## src/rtl/tt_timer_multi_pkg.sv

```systemverilog
// Shared types and helpers for the multi-channel timer.
// Channel state, mode encodings and a clog2 helper.
package tt_timer_pkg;

  typedef enum logic {
    ST_IDLE = 1'b0,
    ST_RUN  = 1'b1
  } ch_state_e;

  localparam logic MODE_ONESHOT  = 1'b0;
  localparam logic MODE_PERIODIC = 1'b1;

  // Index width for n items, never below one bit.
  function automatic int clog2(input int n);
    int r;
    r = 0;
    for (int i = 0; i < 31; i++) begin
      if ((1 << r) < n) r++;
    end
    return (r < 1) ? 1 : r;
  endfunction

endpackage

```

## src/rtl/tt_timer_multi_if.sv

```systemverilog
// Config/control/status bundle of the multi-channel timer.
// master drives config and control, slave returns status.
interface tt_timer_multi_if
  import tt_timer_pkg::*;
#(
  parameter int NUM_CH  = 4,
  parameter int COUNT_W = 8,
  parameter int PRESC_W = 8,
  parameter int CH_W    = clog2(NUM_CH)
) ();

  logic               cfg_we;
  logic [CH_W-1:0]    cfg_ch;
  logic [COUNT_W-1:0] cfg_count;
  logic               cfg_periodic;
  logic [PRESC_W-1:0] prescale;
  logic [NUM_CH-1:0]  start;
  logic [NUM_CH-1:0]  stop;
  logic [NUM_CH-1:0]  clr_flag;
  logic [NUM_CH-1:0]  timer_reached;
  logic [NUM_CH-1:0]  timer_flag;
  logic [NUM_CH-1:0]  busy;

  modport master (
    output cfg_we, cfg_ch, cfg_count, cfg_periodic,
    output prescale, start, stop, clr_flag,
    input  timer_reached, timer_flag, busy
  );

  modport slave (
    input  cfg_we, cfg_ch, cfg_count, cfg_periodic,
    input  prescale, start, stop, clr_flag,
    output timer_reached, timer_flag, busy
  );

endinterface

```

## src/rtl/tt_timer_multi_channel.sv

```systemverilog
// One countdown channel: reload/mode registers, FSM,
// counter, registered expiry pulse and sticky flag.
module tt_timer_channel
  import tt_timer_pkg::*;
#(
  parameter int COUNT_W = 8
) (
  input  logic               clk,
  input  logic               rst,
  input  logic               tick_i,
  input  logic               we_i,
  input  logic [COUNT_W-1:0] count_i,
  input  logic               periodic_i,
  input  logic               start_i,
  input  logic               stop_i,
  input  logic               clr_i,
  output logic               reached_o,
  output logic               flag_o,
  output logic               busy_o
);

  logic [COUNT_W-1:0] reload_q;
  logic               mode_q;
  ch_state_e          state_q, state_d;
  logic [COUNT_W-1:0] cnt_q, cnt_d;
  logic               reached_q, reached_d;
  logic               flag_q, flag_d;
  logic               expire;

  // Config registers; a running count is untouched.
  always_ff @(posedge clk) begin
    if (rst) begin
      reload_q <= '0;
      mode_q   <= MODE_ONESHOT;
    end else if (we_i) begin
      reload_q <= count_i;
      mode_q   <= periodic_i;
    end
  end

  // Next state: stop > start > tick-driven countdown.
  always_comb begin
    state_d = state_q;
    cnt_d   = cnt_q;
    expire  = 1'b0;
    if (stop_i) begin
      state_d = ST_IDLE;
    end else if (start_i) begin
      if (reload_q != '0) begin
        cnt_d   = reload_q;
        state_d = ST_RUN;
      end else begin
        expire  = 1'b1;
        state_d = ST_IDLE;
      end
    end else if (state_q == ST_RUN && tick_i) begin
      if (cnt_q == COUNT_W'(1)) begin
        expire = 1'b1;
        if (mode_q == MODE_PERIODIC && reload_q != '0) begin
          cnt_d = reload_q;
        end else begin
          state_d = ST_IDLE;
        end
      end else begin
        cnt_d = cnt_q - COUNT_W'(1);
      end
    end
    reached_d = expire;
    flag_d    = expire | (flag_q & ~clr_i);
  end

  // State, counter, pulse and flag registers.
  always_ff @(posedge clk) begin
    if (rst) begin
      state_q   <= ST_IDLE;
      cnt_q     <= '0;
      reached_q <= 1'b0;
      flag_q    <= 1'b0;
    end else begin
      state_q   <= state_d;
      cnt_q     <= cnt_d;
      reached_q <= reached_d;
      flag_q    <= flag_d;
    end
  end

  assign reached_o = reached_q;
  assign flag_o    = flag_q;
  assign busy_o    = (state_q == ST_RUN);

endmodule

```

## src/rtl/tt_timer_multi.sv

```systemverilog
// Multi-channel countdown timer top: shared prescaler,
// config channel decode and NUM_CH channel instances.
module tt_timer_multi
  import tt_timer_pkg::*;
#(
  parameter int NUM_CH  = 4,
  parameter int COUNT_W = 8,
  parameter int PRESC_W = 8
) (
  input  logic             clk,
  input  logic             rst,
  tt_timer_multi_if.slave  bus
);

  logic [PRESC_W-1:0] psc_q, psc_d;
  logic               tick;
  logic [31:0]        ch_idx;
  logic [NUM_CH-1:0]  reached, flag, busy;

  // Prescaler wraps on tick or when prescale shrank below it.
  always_comb begin
    tick  = (psc_q == bus.prescale);
    psc_d = (psc_q >= bus.prescale) ? '0 : psc_q + PRESC_W'(1);
  end

  // Prescaler register.
  always_ff @(posedge clk) begin
    if (rst) psc_q <= '0;
    else     psc_q <= psc_d;
  end

  assign ch_idx = 32'(bus.cfg_ch);

  for (genvar g = 0; g < NUM_CH; g++) begin : g_ch
    tt_timer_channel #(
      .COUNT_W (COUNT_W)
    ) u_ch (
      .clk        (clk),
      .rst        (rst),
      .tick_i     (tick),
      .we_i       (bus.cfg_we && (ch_idx == 32'(g))),
      .count_i    (bus.cfg_count),
      .periodic_i (bus.cfg_periodic),
      .start_i    (bus.start[g]),
      .stop_i     (bus.stop[g]),
      .clr_i      (bus.clr_flag[g]),
      .reached_o  (reached[g]),
      .flag_o     (flag[g]),
      .busy_o     (busy[g])
    );
  end

  assign bus.timer_reached = reached;
  assign bus.timer_flag    = flag;
  assign bus.busy          = busy;

endmodule

```

## src/flat_wrapper.sv

```systemverilog
// flat-port wrapper written by rule: the top's interface ports become plain ports
module tt_timer_multi_flat import tt_timer_pkg::*;
#(
  parameter int NUM_CH  = 4,
  parameter int COUNT_W = 8,
  parameter int PRESC_W = 8
)
  (clk, rst, bus_cfg_we, bus_cfg_ch, bus_cfg_count, bus_cfg_periodic, bus_prescale, bus_start, bus_stop, bus_clr_flag, bus_timer_reached, bus_timer_flag, bus_busy);
  tt_timer_multi_if #(.NUM_CH(NUM_CH), .COUNT_W(COUNT_W), .PRESC_W(PRESC_W)) bus_i ();
  input  logic clk;
  input  logic rst;
  input wire logic [$bits(bus_i.cfg_we)-1:0] bus_cfg_we;
  input wire logic [$bits(bus_i.cfg_ch)-1:0] bus_cfg_ch;
  input wire logic [$bits(bus_i.cfg_count)-1:0] bus_cfg_count;
  input wire logic [$bits(bus_i.cfg_periodic)-1:0] bus_cfg_periodic;
  input wire logic [$bits(bus_i.prescale)-1:0] bus_prescale;
  input wire logic [$bits(bus_i.start)-1:0] bus_start;
  input wire logic [$bits(bus_i.stop)-1:0] bus_stop;
  input wire logic [$bits(bus_i.clr_flag)-1:0] bus_clr_flag;
  output wire logic [$bits(bus_i.timer_reached)-1:0] bus_timer_reached;
  output wire logic [$bits(bus_i.timer_flag)-1:0] bus_timer_flag;
  output wire logic [$bits(bus_i.busy)-1:0] bus_busy;
  assign bus_i.cfg_we = bus_cfg_we;
  assign bus_i.cfg_ch = bus_cfg_ch;
  assign bus_i.cfg_count = bus_cfg_count;
  assign bus_i.cfg_periodic = bus_cfg_periodic;
  assign bus_i.prescale = bus_prescale;
  assign bus_i.start = bus_start;
  assign bus_i.stop = bus_stop;
  assign bus_i.clr_flag = bus_clr_flag;
  assign bus_timer_reached = bus_i.timer_reached;
  assign bus_timer_flag = bus_i.timer_flag;
  assign bus_busy = bus_i.busy;
  tt_timer_multi #(.NUM_CH(NUM_CH), .COUNT_W(COUNT_W), .PRESC_W(PRESC_W)) u_core (.clk(clk), .rst(rst), .bus(bus_i));
endmodule
```

## config.mk

```make
export PLATFORM = sky130hd
export DESIGN_NAME = tt_timer_multi_flat
export DESIGN_NICKNAME = d
export VERILOG_FILES = /design/src/rtl/tt_timer_multi_pkg.sv /design/src/rtl/tt_timer_multi_if.sv /design/src/rtl/tt_timer_multi_channel.sv /design/src/rtl/tt_timer_multi.sv /design/src/flat_wrapper.sv
export SDC_FILE = /design/constraint.sdc
export NUM_CORES = 1
export LEC_CHECK = 0
export CORE_UTILIZATION = 35
export CTS_CLUSTER_DIAMETER = 120
export DETAILED_ROUTE_END_ITERATION = 12
export GPL_ROUTABILITY_DRIVEN = 0
export GPL_TIMING_DRIVEN = 0
export RECOVER_POWER = 25
export SKIP_CTS_REPAIR_TIMING = 1
export SLEW_MARGIN = 20
export SYNTH_ARGS = -nofsm -noshare
export SYNTH_HDL_FRONTEND = slang
export SYNTH_SLANG_ARGS = --single-unit
```

## constraint.sdc

```tcl
create_clock -name clk -period 2.4 [get_ports clk]
set_input_delay 0.36 -clock clk [delete_from_list [all_inputs] [get_ports clk]]
set_output_delay 0.36 -clock clk [all_outputs]
set_load 0.005 [all_outputs]
```

==> impl_metrics.py <==
metrics = {
    "timing": {
        "setup_viol": 0,
        "max_freq_ghz": 0.4403,
        "rsz0062_at_grt": "no",
        "worstMarginPinSlew_ns": 0.8315,
        "fin_crit_sh_pct": 94.63,
        "clock_skew_ns": 0.007118,
        "layout_min_cycle_time_ns": 2.271,
        "whs_ns": 0.4617,
        "hold_viol_final": 0,
        "slew_violations": 0,
        "relSlewSlack_pct": 44.56,
    },
    "clock_tree": {
        "insertion_delay_ns": 0.35,
        "clockBufferDepth": 2,
        "cts_buffers": 9,
        "htreeDepth": 3,
        "cts_tree": "done",
        "cts-root-buf": "clkbuf_16",
        "clkTransAtPathRegs_ns": 0.06,
        "cts.sinks": 88,
    },
    "final_layout": {
        "area_growth_syn_to_layout_pct": 23.05,
        "layout.nets": 699,
        "mostFrequentLayoutCell": "dfxtp_1",
        "final_cell_mix": "dfxtp_1, nand2_1, a21oi_1, nor2_1, clkdlybuf4s50_1",
        "antennaDiodeCount": 0,
        "seq_area_um2": 1762,
        "layout-drive-gt1-share_pct": 8.576,
        "multi_input_area_um2": 2839,
        "fillerInstances": 1381,
    },
    "synth": {
        "syn_avg_cell_area_um2": 8.204,
        "synth_area_um2": 4832,
        "synthDistinctLibCells": 70,
        "yosysSeqAreaShare_pct": 36.46,
        "synth_nets": 640,
        "ys_ff_latch": 88,
        "synth_cells": 589,
        "yosysWarnings": 0,
        "synth-edff-count": 0,
        "synthArstFlopShare_pct": 0,
        "yosys_most_used_dff": "dfxtp_1",
    },
    "place": {
        "port_buffers": 43,
        "dp_hpwl_um": 9494,
    },
    "power_and_ir_drop": {
        "p_per_area_nw_per_um2": 631.5,
        "swShare_pct": 26.38,
        "clockPowerShare_pct": 41.5,
        "ir_worst_vdd_mv": 0.3457,
        "switchingPower_mw": 0.9904,
        "p_leak_nw": 2.301,
        "internal_power_mw": 2.764,
        "seqPwrFrac_pct": 42.0,
        "finalPower_mw": 3.755,
        "p_comb_share_pct": 16.5,
    },
    "floorplan": {
        "dieHeight_um": 119.5,
        "rows": 42,
        "io_pins": 46,
        "core-area_um2": 13350,
        "die_w_um": 119.5,
        "die_area_um2": 14280,
        "start_util_pct": 36.20,
    },
    "status": {
        "outcome": "completed",
    },
    "global_route": {
        "antenna_found_initial": 0,
        "busiest_layer": "met2",
        "overflow": 0,
        "gr-usage-met2_pct": 29.99,
        "grt_start_max_net_pins": 15,
        "grt_pass1_wl_um": 21290,
        "grt_pass1_vias": 4412,
        "grtUsageTotal_pct": 18.89,
        "met3_usage_pct": 4.943,
        "met1_usage_pct": 24.60,
    },
    "detailed_routing": {
        "avgViaCountPerCell": 5.593,
        "ant_nets": 0,
        "drt_iter0_drc": 302,
        "routed_wl_um": 13270,
        "drc": 0,
        "vias": 4637,
        "firstDrtPassIters": 5,
        "wl_per_cell_um": 16.00,
    },
    "setup_path": {
        "critPathLaunchType": "input port",
        "worst-path-max-fanout": 10,
        "crit_type": "input port to register",
        "worst-r2r-setup-slack_ns": 0.15,
        "cp.required_ns": 2.65,
        "arrival_ns": 2.52,
        "critPathCaptureType": "register",
    },
    "min_path": {
        "min_path_type": "register to register",
    },
    "flow_run": {
        "maxCapViolCount": 0,
    },
}
-- kinds of logic after synthesis --
family,after synthesis,synth area share [%]
AOI/OAI and AO/OA,174,25.51
xor gates and xnor gates,6,1.088
adders and majority gates,17,4.402
buffers and inverters,68,6.447
DFF,88,36.46
muxes,23,4.764
and+or+nand+nor,213,21.34
-- stage by stage --
stage          setup WS, ns  cell area [um2]  setup TNS (ns)  utilization (%)  cells
2_1_floorplan        0.3210             4832               0                -    589
3_3_place_gp        -0.6263             5483          -10.79            41.08    808
3_5_place_dp        -0.6708             5483          -12.12            41.08    808
4_1_cts             -0.3177             5816          -2.907            43.57    824
5_1_grt             0.01429             5946               0            44.54    829
6_report             0.1288             5946               0            44.54    829
-- routing by layer --
layer | vias up | routed length [um]
met5 | - | 0
met3 | 19 | 824
met4 | 0 | 233
met2 | 169 | 6074
li1 | 2275 | -
met1 | 2174 | 6135
-- cell usage after synthesis, drive strengths merged (4+ instances only) --
library cell / n / area share (%)
dfxtp: 88 / 36
nand2: 69 / 5.4
a21oi: 62 / 6.5
nor2: 55 / 4.3
inv: 33 / 2.6
mux2i: 23 / 4.8
o21ai: 21 / 2.3
buf: 19 / 2.6
nor3: 18 / 1.9
ha: 17 / 4.4
clkbuf: 15 / 1.2
nand3: 14 / 1.5
a21o: 12 / 1.9
a32o: 11 / 2.3
nor4: 10 / 1.4
nand4: 8 / 1.0
or4: 8 / 1.4
and3: 7 / 0.91
a211oi: 6 / 0.93
o211ai: 6 / 1.0
a221oi: 5 / 0.91
o221ai: 5 / 0.91
a31o: 4 / 0.72
nand2b: 4 / 0.52
nand3b: 4 / 0.62
nor3b: 4 / 0.62
o21a: 4 / 0.62
o2bb2ai: 4 / 0.72
o32ai: 4 / 0.72
xor2: 4 / 0.72
-- layout make-up --
class                   count  share of cell area (%)
multi-input cells         433                   47.75
flip-flops and latches     88                   29.63
repair buffers             48                   8.081
clock buffers              12                   4.314
well taps                 176                   3.704
plain buffers              34                   3.093
inverters                  34                   2.146
clock inverters             4                   1.284
-- flip-flops by register name (all words and copies together), names as in the netlist --
signal	count
u_core.g_ch.u_ch.cnt_q	32
u_core.g_ch.u_ch.reload_q	32
u_core.psc_q	8
u_core.g_ch.u_ch.busy_o	4
u_core.g_ch.u_ch.flag_o	4
u_core.g_ch.u_ch.mode_q	4
u_core.g_ch.u_ch.reached_o	4
-- worst max-delay path, cell delays in order --
cell             delay (ns)
clkdlybuf4s50_1        0.46
inv_1                  0.05
ha_1                   0.30
and4_1                 0.30
and3_1                 0.30
a2bb2oi_4              0.13
or2_2                  0.36
o32ai_1                0.26
-- power groups by stage --
| stage | Clock (mW) | Sequential (mW) | Combinational [mW] |
|---|---|---|---|
| 3_5_place_dp | 0 | 1.61 | 0.596 |
| 4_1_cts | 1.60 | 1.57 | 0.600 |
| 6_report | 1.56 | 1.58 | 0.620 |
| 5_1_grt | 1.65 | 1.58 | 0.684 |
| 3_3_place_gp | 0 | 1.60 | 0.585 |
| 2_1_floorplan | 0 | 1.59 | 0.407 |
-- final timing paths --
| path | startpoint | end | cells after the start |
|---|---|---|---|
| hold / removal | u_core.g_ch[0].u_ch.flag_o | u_core.g_ch[0].u_ch.flag_o | 2 |
| setup reg to reg | u_core.g_ch[2].u_ch.cnt_q[1] | u_core.g_ch[2].u_ch.cnt_q[5] | 7 |
| hold reg to reg | u_core.g_ch[0].u_ch.flag_o | u_core.g_ch[0].u_ch.flag_o | 2 |
| setup / recovery | bus_prescale[5] | u_core.g_ch[3].u_ch.cnt_q[4] | 8 |
(Power assumes the default switching activity.)
==> edit (same flow settings) <==
`NUM_CH` is set to 4 in 3 places; all go to 2.
--- a/src/rtl/tt_timer_multi_if.sv
+++ b/src/rtl/tt_timer_multi_if.sv
@@ -5,3 +5,3 @@
 #(
-  parameter int NUM_CH  = 4,
+  parameter int NUM_CH  = 2,
   parameter int COUNT_W = 8,
--- a/src/rtl/tt_timer_multi.sv
+++ b/src/rtl/tt_timer_multi.sv
@@ -5,3 +5,3 @@
 #(
-  parameter int NUM_CH  = 4,
+  parameter int NUM_CH  = 2,
   parameter int COUNT_W = 8,
--- a/src/flat_wrapper.sv
+++ b/src/flat_wrapper.sv
@@ -3,3 +3,3 @@
 #(
-  parameter int NUM_CH  = 4,
+  parameter int NUM_CH  = 2,
   parameter int COUNT_W = 8,
Interface: changed (7 resized); port bits go from 46 to 33. The function was not compared with the original's and may differ.
==> edit against the original RTL <==
Via count fell by 46%. First-iteration DRC count shrank 57%. Wire length down 49%. Utilization decreased by 0.092 points. Sequential power down 45%. Sequential cell count down 40. Critical path depth increased by 1. Final area decreased by 45%. Maximum frequency increased by 0.18%. Die area shrank 42%. Power decreased by 52%. Setup slack better by 0.0041 ns. Synthesized area is 43% lower. Critical endpoint is now u_core.g_ch[1].u_ch.cnt_q[2]. Largest power group unchanged.
==> edit: results (changes against the original RTL) <==
switching_power_mw: 0.504  # -49%
clk_pin_slew_worst_paths_ns: 0.09  # +0.03 ns
taps: 99  # -44%
muxShareOfSynthArea: 0.00364  # -0.0440
rr_startpoint: "u_core.g_ch[1].u_ch.cnt_q[0]"
totalWireLength_um: 6740  # -49%
worst_ep_arrival_time_ns: 2.47  # -0.05 ns
synthXorXnorAreaFrac: 0.0191  # +0.00823
first_iter_violations: 129  # -57%
seq_area_frac_synth: 0.349  # -0.0152
crit_family: "compound AO/OA/AOI/OAI gates"
num-multi-input-gates: 243  # -44%
holdCritPathClass: "in -> reg"
nNetsFinal: 410  # -41%
skew_ns: 0.00339  # -0.00373 ns
track_usage: 0.168  # -0.0205
synth.distinct_cells: 62  # -11%
clk_share: 0.0327  # -0.0233
min_from: "bus_start[1]"
clkLatencyLatePin_ns: 0.30  # -0.05 ns
grt_pass1_vias: 2341  # -47%
seq_cell_power_mw: 0.865  # -45%
n_fill_cell: 748  # -46%
synth_compound_area_frac: 0.266  # +0.0106
internal-power_mw: 1.30  # -53%
inverters_excl_clock: 19  # -44%
largestRegisters: "u_core.g_ch.u_ch.cnt_q x16, u_core.g_ch.u_ch.reload_q x16, u_core.psc_q x8"
leakage_nw: 1.22  # -47%
sh_seq_area: 0.292  # -0.00450
clkbuf_count: 6  # -6
synth.net_count: 373  # -42%
buf_share: 0.132  # +0.0205
placed_cells: 462  # -43%
pwr_density_cell_nw_per_um2: 547  # -13%
status: "complete, no violations"
detail_route.wl_per_cell_um: 14.3  # -10%
edit: cell count changes after synthesis, moves of 11 or more:
cell / unedited run / this run
dfxtp_1: 88 / 48
o21ai_1: 12 / 1
mux2i_1: 23 / 1
inv_1: 31 / 19
nand2_1: 69 / 53
a21oi_1: 61 / 39
nor2_1: 54 / 11
edit: routing by layer:
| metal | routed length [um] | track usage | up-vias |
|---|---|---|---|
| met5 | 0 | 0 | - |
| met4 | 92 | 0.0376 | 0 |
| met3 | 253 | 0.0337 | 10 |
| met2 | 2850 | 0.255 | 58 |
| met1 | 3540 | 0.244 | 1134 |
| li1 | - | - | 1288 |
edit: final timing paths:
| check | cells past startpoint | end | slack (ns) |
|---|---|---|---|
| max | 9 | u_core.g_ch[1].u_ch.cnt_q[2] | 0.13 |
| min | 3 | u_core.g_ch[1].u_ch.busy_o | 0.43 |
| min reg2reg | 2 | u_core.g_ch[0].u_ch.mode_q | 0.48 |
| max reg2reg | 7 | u_core.g_ch[1].u_ch.cnt_q[5] | 0.29 |
